--- config.mk ---
export PLATFORM = sky130hd
export DESIGN_NAME = lsu_rmw
export DESIGN_NICKNAME = d
export VERILOG_FILES = /design/src/rtl/lsu_rmw.sv
export SDC_FILE = /design/constraint.sdc
export NUM_CORES = 1
export LEC_CHECK = 0
export ABC_AREA = 1
export BUFFER_PORTS_ARGS = -buffer_cell sky130_fd_sc_hd__buf_2
export CAP_MARGIN = 10
export CELL_PAD_IN_SITES_DETAIL_PLACEMENT = 1
export CELL_PAD_IN_SITES_GLOBAL_PLACEMENT = 1
export CORE_UTILIZATION = 40
export CTS_CLUSTER_SIZE = 14
export DETAILED_ROUTE_END_ITERATION = 8
export HOLD_SLACK_MARGIN = 0.05
export PLACE_DENSITY_LB_ADDON = 0.1
export SETUP_SLACK_MARGIN = 0.4
export SLEW_MARGIN = 20
export SYNTH_ARGS = -nofsm -noshare
export SYNTH_HDL_FRONTEND = slang
export SYNTH_SLANG_ARGS = --single-unit
--- constraint.sdc ---
create_clock -name clk -period 3.41 [get_ports clk]
set_input_delay 1.023 -clock clk [delete_from_list [all_inputs] [get_ports clk]]
set_output_delay 1.023 -clock clk [all_outputs]
set_load 0.005 [all_outputs]
--- src/rtl/lsu_rmw.sv ---
// Purpose : RV32 load/store unit in front of a word-wide, single-port data memory
//           without byte enables; sub-word stores are done as read-modify-write.
// Latency : load 3 cycles, SW 2, SB/SH 4, illegal/misaligned 1 (accept cycle = 0).
// Backpressure: one request at a time; req_ready only in IDLE and in the one-cycle
//           RESP state, so a new request can be taken in the done cycle.
//
// Ports:
//   clk, rst_n           single clock, asynchronous active-low reset
//   req_valid/req_ready  request handshake
//   req_we/req_funct3    1 = store; RV32 funct3 (B/H/W/BU/HU)
//   req_addr/req_wdata   byte address, store data (low byte/halfword for B/H)
//   resp_done/resp_err   one-cycle completion pulse, error flag valid with it
//   resp_rdata           load result (0 for stores and errors)
//   mem_addr/mem_w_en/mem_w_data/mem_r_data  data memory port (registered outputs)
//
// Configuration macro: LSU_MISALIGN_TRAP_EN
//   defined   : misaligned H/HU/SH and W/SW return resp_err with no memory access
//   undefined : misaligned requests are silently aligned down to their natural size

module lsu_rmw #(
    parameter int DATA_WIDTH = 32
) (
    input  logic                  clk,
    input  logic                  rst_n,
    input  logic                  req_valid,
    output logic                  req_ready,
    input  logic                  req_we,
    input  logic [2:0]            req_funct3,
    input  logic [31:0]           req_addr,
    input  logic [DATA_WIDTH-1:0] req_wdata,
    output logic                  resp_done,
    output logic                  resp_err,
    output logic [DATA_WIDTH-1:0] resp_rdata,
    output logic [31:0]           mem_addr,
    output logic                  mem_w_en,
    output logic [DATA_WIDTH-1:0] mem_w_data,
    input  logic [DATA_WIDTH-1:0] mem_r_data
);

    typedef enum logic [2:0] {
        S_IDLE = 3'd0,
        S_RD   = 3'd1,
        S_WAIT = 3'd2,
        S_WR   = 3'd3,
        S_RESP = 3'd4
    } state_t;

    state_t r_state;
    state_t w_next;

    // Latched request
    logic        r_we;
    logic [2:0]  r_funct3;
    logic [1:0]  r_lane;
    logic [15:0] r_wdata;

    // Output registers
    logic                  r_resp_done;
    logic                  r_resp_err;
    logic [DATA_WIDTH-1:0] r_resp_rdata;
    logic [31:0]           r_mem_addr;
    logic                  r_mem_w_en;
    logic [DATA_WIDTH-1:0] r_mem_w_data;

    logic                  w_accept;
    logic                  w_legal;
    logic                  w_err;
    logic                  w_is_sw;
    logic [31:0]           w_acc_addr;
    logic [7:0]            w_byte;
    logic [15:0]           w_half;
    logic [DATA_WIDTH-1:0] w_load;
    logic [DATA_WIDTH-1:0] w_merged;

    assign w_accept = req_valid && req_ready;
    assign w_is_sw  = req_we && (req_funct3[1:0] == 2'b10);

    // Request decode: legality, misalignment policy and the address actually used.
    always_comb begin
        w_legal = 1'b0;
        case (req_funct3)
            3'b000, 3'b001, 3'b010: w_legal = 1'b1;
            3'b100, 3'b101:         w_legal = !req_we;   // BU/HU exist only for loads
            default:                w_legal = 1'b0;
        endcase

        w_acc_addr = req_addr;
`ifdef LSU_MISALIGN_TRAP_EN
        w_err = !w_legal
              || ((req_funct3[1:0] == 2'b01) && req_addr[0])
              || ((req_funct3[1:0] == 2'b10) && (req_addr[1:0] != 2'b00));
`else
        w_err = !w_legal;
        if (req_funct3[1:0] == 2'b01) begin
            w_acc_addr[0] = 1'b0;
        end
        if (req_funct3[1:0] == 2'b10) begin
            w_acc_addr[1:0] = 2'b00;
        end
`endif
    end

    // Lane extraction for loads and lane replacement for sub-word stores.
    always_comb begin
        w_byte = mem_r_data[{r_lane, 3'b000} +: 8];
        w_half = mem_r_data[{r_lane[1], 4'b0000} +: 16];

        case (r_funct3)
            3'b000:  w_load = {{(DATA_WIDTH-8){w_byte[7]}}, w_byte};
            3'b100:  w_load = {{(DATA_WIDTH-8){1'b0}}, w_byte};
            3'b001:  w_load = {{(DATA_WIDTH-16){w_half[15]}}, w_half};
            3'b101:  w_load = {{(DATA_WIDTH-16){1'b0}}, w_half};
            default: w_load = mem_r_data;
        endcase

        w_merged = mem_r_data;
        if (r_funct3[1:0] == 2'b00) begin
            w_merged[{r_lane, 3'b000} +: 8] = r_wdata[7:0];
        end else begin
            w_merged[{r_lane[1], 4'b0000} +: 16] = r_wdata;
        end
    end

    // State register
    always_ff @(posedge clk or negedge rst_n) begin
        if (!rst_n) begin
            r_state <= S_IDLE;
        end else begin
            r_state <= w_next;
        end
    end

    // Next state and ready
    always_comb begin
        w_next    = r_state;
        req_ready = 1'b0;
        case (r_state)
            S_IDLE, S_RESP: begin
                req_ready = 1'b1;
                if (w_accept) begin
                    if (w_err) begin
                        w_next = S_RESP;
                    end else if (w_is_sw) begin
                        w_next = S_WR;   // full word: no read needed
                    end else begin
                        w_next = S_RD;
                    end
                end else begin
                    w_next = S_IDLE;
                end
            end
            S_RD:    w_next = S_WAIT;
            S_WAIT:  w_next = r_we ? S_WR : S_RESP;
            S_WR:    w_next = S_RESP;
            default: w_next = S_IDLE;
        endcase
    end

    // Datapath and output registers. The memory write is a single registered
    // pulse, so an asynchronous reset either lands before or after the write edge.
    always_ff @(posedge clk or negedge rst_n) begin
        if (!rst_n) begin
            r_we         <= 1'b0;
            r_funct3     <= 3'b000;
            r_lane       <= 2'b00;
            r_wdata      <= 16'h0000;
            r_resp_done  <= 1'b0;
            r_resp_err   <= 1'b0;
            r_resp_rdata <= '0;
            r_mem_addr   <= 32'h0000_0000;
            r_mem_w_en   <= 1'b0;
            r_mem_w_data <= '0;
        end else begin
            r_resp_done <= (w_next == S_RESP);
            r_resp_err  <= w_accept && w_err;

            if (w_accept) begin
                r_we         <= req_we;
                r_funct3     <= req_funct3;
                r_lane       <= w_acc_addr[1:0];
                r_wdata      <= req_wdata[15:0];
                r_resp_rdata <= '0;
                if (!w_err) begin
                    r_mem_addr <= w_acc_addr;
                    if (w_is_sw) begin
                        r_mem_w_en   <= 1'b1;
                        r_mem_w_data <= req_wdata;
                    end
                end
            end

            if (r_state == S_WAIT) begin
                if (r_we) begin
                    r_mem_w_en   <= 1'b1;
                    r_mem_w_data <= w_merged;
                end else begin
                    r_resp_rdata <= w_load;
                end
            end

            if (r_state == S_WR) begin
                r_mem_w_en <= 1'b0;
            end
        end
    end

    assign resp_done  = r_resp_done;
    assign resp_err   = r_resp_err;
    assign resp_rdata = r_resp_rdata;
    assign mem_addr   = r_mem_addr;
    assign mem_w_en   = r_mem_w_en;
    assign mem_w_data = r_mem_w_data;

endmodule

==> summary.txt <==
Timing
  • Final setup violation count: 0
  • Post-route setup TNS: 0 ns
  • Max_slew headroom: between 30% and 40%
  • Fmax: between 400 and 500 MHz
  • Final WS setup: 1.05 ns
  • Tcrit/Tclk final: 69.1%
  • Worst-Margin Slew: 0.965 ns
  • Clock Skew: 0.00922 ns
  • Clock period minus worst slack: 2.36 ns
  • Final count of pins violating max slew: 0
  • RSZ-0062 raised after global routing: false
  • Endpoints failing hold: 0

Yosys
  • Syn Area/Cell: 6.93 sq um
  • Gate Count Post-Synth: 1031
  • Most frequent cell after synthesis: nand2_1
  • Syn_nets: 1139
  • Top post-synthesis cells by area: dfrtp_1 43%, nand2_1 20%, nand3_1 7.7%, o21ai_0 6.4%, inv_1 5.6%
  • Yosys Warn Count: 0
  • Fraction of registers with async set/reset: 100%
  • Yosys top cell area share: 43.4%
  • FF+latch count, synth: 124
  • Yosys cell types: 30
  • Leading area contributor after synthesis: dfrtp_1
  • Most used standard cells in the synthesized netlist: 382 x nand2_1, 124 x dfrtp_1, 110 x nand3_1
  • Number of synthesized flops with an enable pin: 0
  • Post-synthesis sequential area ratio: 43.4%
  • Synthesized cell area: 7140 sq um
  • Ys flop type: dfrtp_1

Setup path
  • Critical path fanouts, max: 41
  • Internal reg-to-reg setup slack: 1.05 ns
  • Worst Reg2Reg Path Length in Cells: 6
  • Critical R2R Capture: mem_w_data[6]
  • CP required: 3.78 ns
  • Arrival @ worst endpoint: 2.72 ns
  • Start of the worst register-to-register path: r_lane[1]
  • Crit path kind: flip-flop to flip-flop
  • CP Capture Type: flip-flop
  • CP startpoint kind: flip-flop

Place
  • Final Wtd Congestion: 0.852
  • Dpl hpwl: 17400 um
  • Input/output buffers: 202
  • Pre-CTS setup slack: 0.795 ns

Detailed routing
  • Routed vias: ~7500
  • 1st-iter DRT viols: 477
  • TritonRoute pass-1 iters: 5
  • DRC viols: 0
  • DRT Wirelength: around 25000 um
  • Detail Route Antenna Nets: 0
  • WL/cell: 17.1 um
  • DR vias/cell: 5.22

Die
  • Die Ht: 136 um
  • Core ar.: 17400 sq um
  • Die area: 18400 sq um
  • Starting Density: 41.1%
  • Rows: 48
  • I/O pins: 203
  • Die width: between 100 and 150 um

Power
  • Power density cells: 883 nW/um^2
  • Logic pwr share: 44.2%
  • Clock power share: 22.7%
  • Maximum VDD drop: between 0.4 and 0.5 mV
  • Leak: about 5.0 nW
  • Total power: 0.00777 W
  • Sequential Power Share: approximately a third
  • Int Pwr: 0.00443 W
  • Switching Fraction: 43.0%
  • NetSw: 0.00334 W

GRT
  • Vias in the first global route: 7555
  • GRT Residual Overflow: 0
  • Overall routing resource usage: 28.0%
  • Initial antenna violation count: 2
  • First-pass GRT wire length: 39600 um
  • Largest net degree at the start of global routing: approximately 60

CTS
  • Number of CTS-inserted buffers: 17
  • Clk sinks: ~120
  • Hold_buf cts: 0
  • Post-CTS Resized: 0
  • TritonCTS clock tree: built
  • CTS clk-pin slew, worst paths: around 0.060 ns
  • Setup bufs post-CTS: 0
  • Clk Tree Root Cell: clkbuf_16
  • H-tree depth: 4
  • Clk buf depth: 2
  • Skew-Pair Late Insertion Delay: 0.43 ns

Flow run
  • Max Cap Viol: 0

Final layout
  • Nets: 1312
  • Filler Cells Inserted: 2345
  • Area grow syn2layout: 23.2%
  • Share of cells above drive strength 1: a little over a fifth

Min path
  • HP Class: flip-flop to flip-flop
  • Min-delay src: mem_addr[2]
  • Worst hold stages: 2
  • Worst Hold End: mem_addr[2]

Outcome
  • Status: complete, no violations
## worst max-delay path, cell delays in order (launching register included)
cell and delay, ns:
dfrtp_1 0.39, inv_2 0.53, ha_1 0.48, nand4_1 0.35, o21ai_0 0.34, nand3_1 0.12, nand2_1 0.09
## layout make-up
class / instances / area [sq um] / share of cell area (%)
well taps: 225 / 282 / 3.20
inverters: 119 / 447 / 5.08
flip-flops and latches: 124 / 3100 / 35.3
clock inverters: 13 / 118 / 1.34
repair buffers: 211 / 1090 / 12.4
diodes: 1 / 2.50 / 0.0284
clock buffers: 19 / 453 / 5.15
multi-input cells: 731 / 3300 / 37.5
## routing by layer
layer	share of wire, %	track usage [%]
met3	6.0	6.14
met2	48	45.5
met4	2.0	8.74
met1	44	36.9
met5	0.053	0
## power groups by stage
stage               registers, W  logic [W]  clock network, W
floorplan                0.00257    0.00216                 0
global placement         0.00257    0.00332                 0
detailed placement       0.00258    0.00343                 0
CTS                      0.00257    0.00346           0.00179
global route             0.00265    0.00392           0.00185
finish                   0.00257    0.00343           0.00177
## registers in the layout, indices dropped and copies added (netlist names)
name        cells
mem_addr       32
mem_w_data     32
resp_rdata     32
r_wdata        16
r_funct3        3
r_state         3
r_lane          2
mem_w_en        1
r_we            1
resp_done       1
resp_err        1
## worst max-delay path by stage
stage / end / from / cells after the start / slack [ns]
floorplan: resp_rdata[28] / mem_r_data[31] / 8 / 1.51
global placement: mem_w_data[16] / req_valid / 9 / 0.85
detailed placement: mem_w_data[27] / req_valid / 9 / 0.80
CTS: mem_w_data[6] / r_lane[1] / 6 / 1.07
global route: resp_rdata[28] / r_lane[1] / 8 / 0.83
finish: mem_w_data[6] / r_lane[1] / 6 / 1.05
## logic make-up after synthesis
logic type               share of synthesized area (%)
adder cells (fa/ha/maj)                          0.876
AND/OR/NAND/NOR                                   32.7
buffers and inverters                             10.3
flip-flops                                        43.4
AO/OA/AOI/OAI                                     12.6
## cell usage in the layout, fill, tap and decap left out, types with 5 or more instances in the layout
cell / count
a21oi_1: 48
buf_2: 201
buf_4: 9
clkbuf_16: 17
dfrtp_1: 124
ha_1: 5
inv_1: 107
inv_2: 11
nand2_1: 382
nand3_1: 110
nor2_1: 47
o211ai_1: 20
o21ai_0: 91
o21ai_1: 7
## per-stage QoR
step                area [sq um]  hold slack, ns  std cells  util [%]
floorplan                   7140           0.464       1031         -
global placement            8230           0.458       1410      47.4
detailed placement          8230           0.462       1410      47.4
CTS                         8800           0.481       1442      50.7
global route                8800           0.498       1442      50.7
finish                      8800           0.478       1443      50.7
Note: power is estimated with default switching activity, not from simulation.
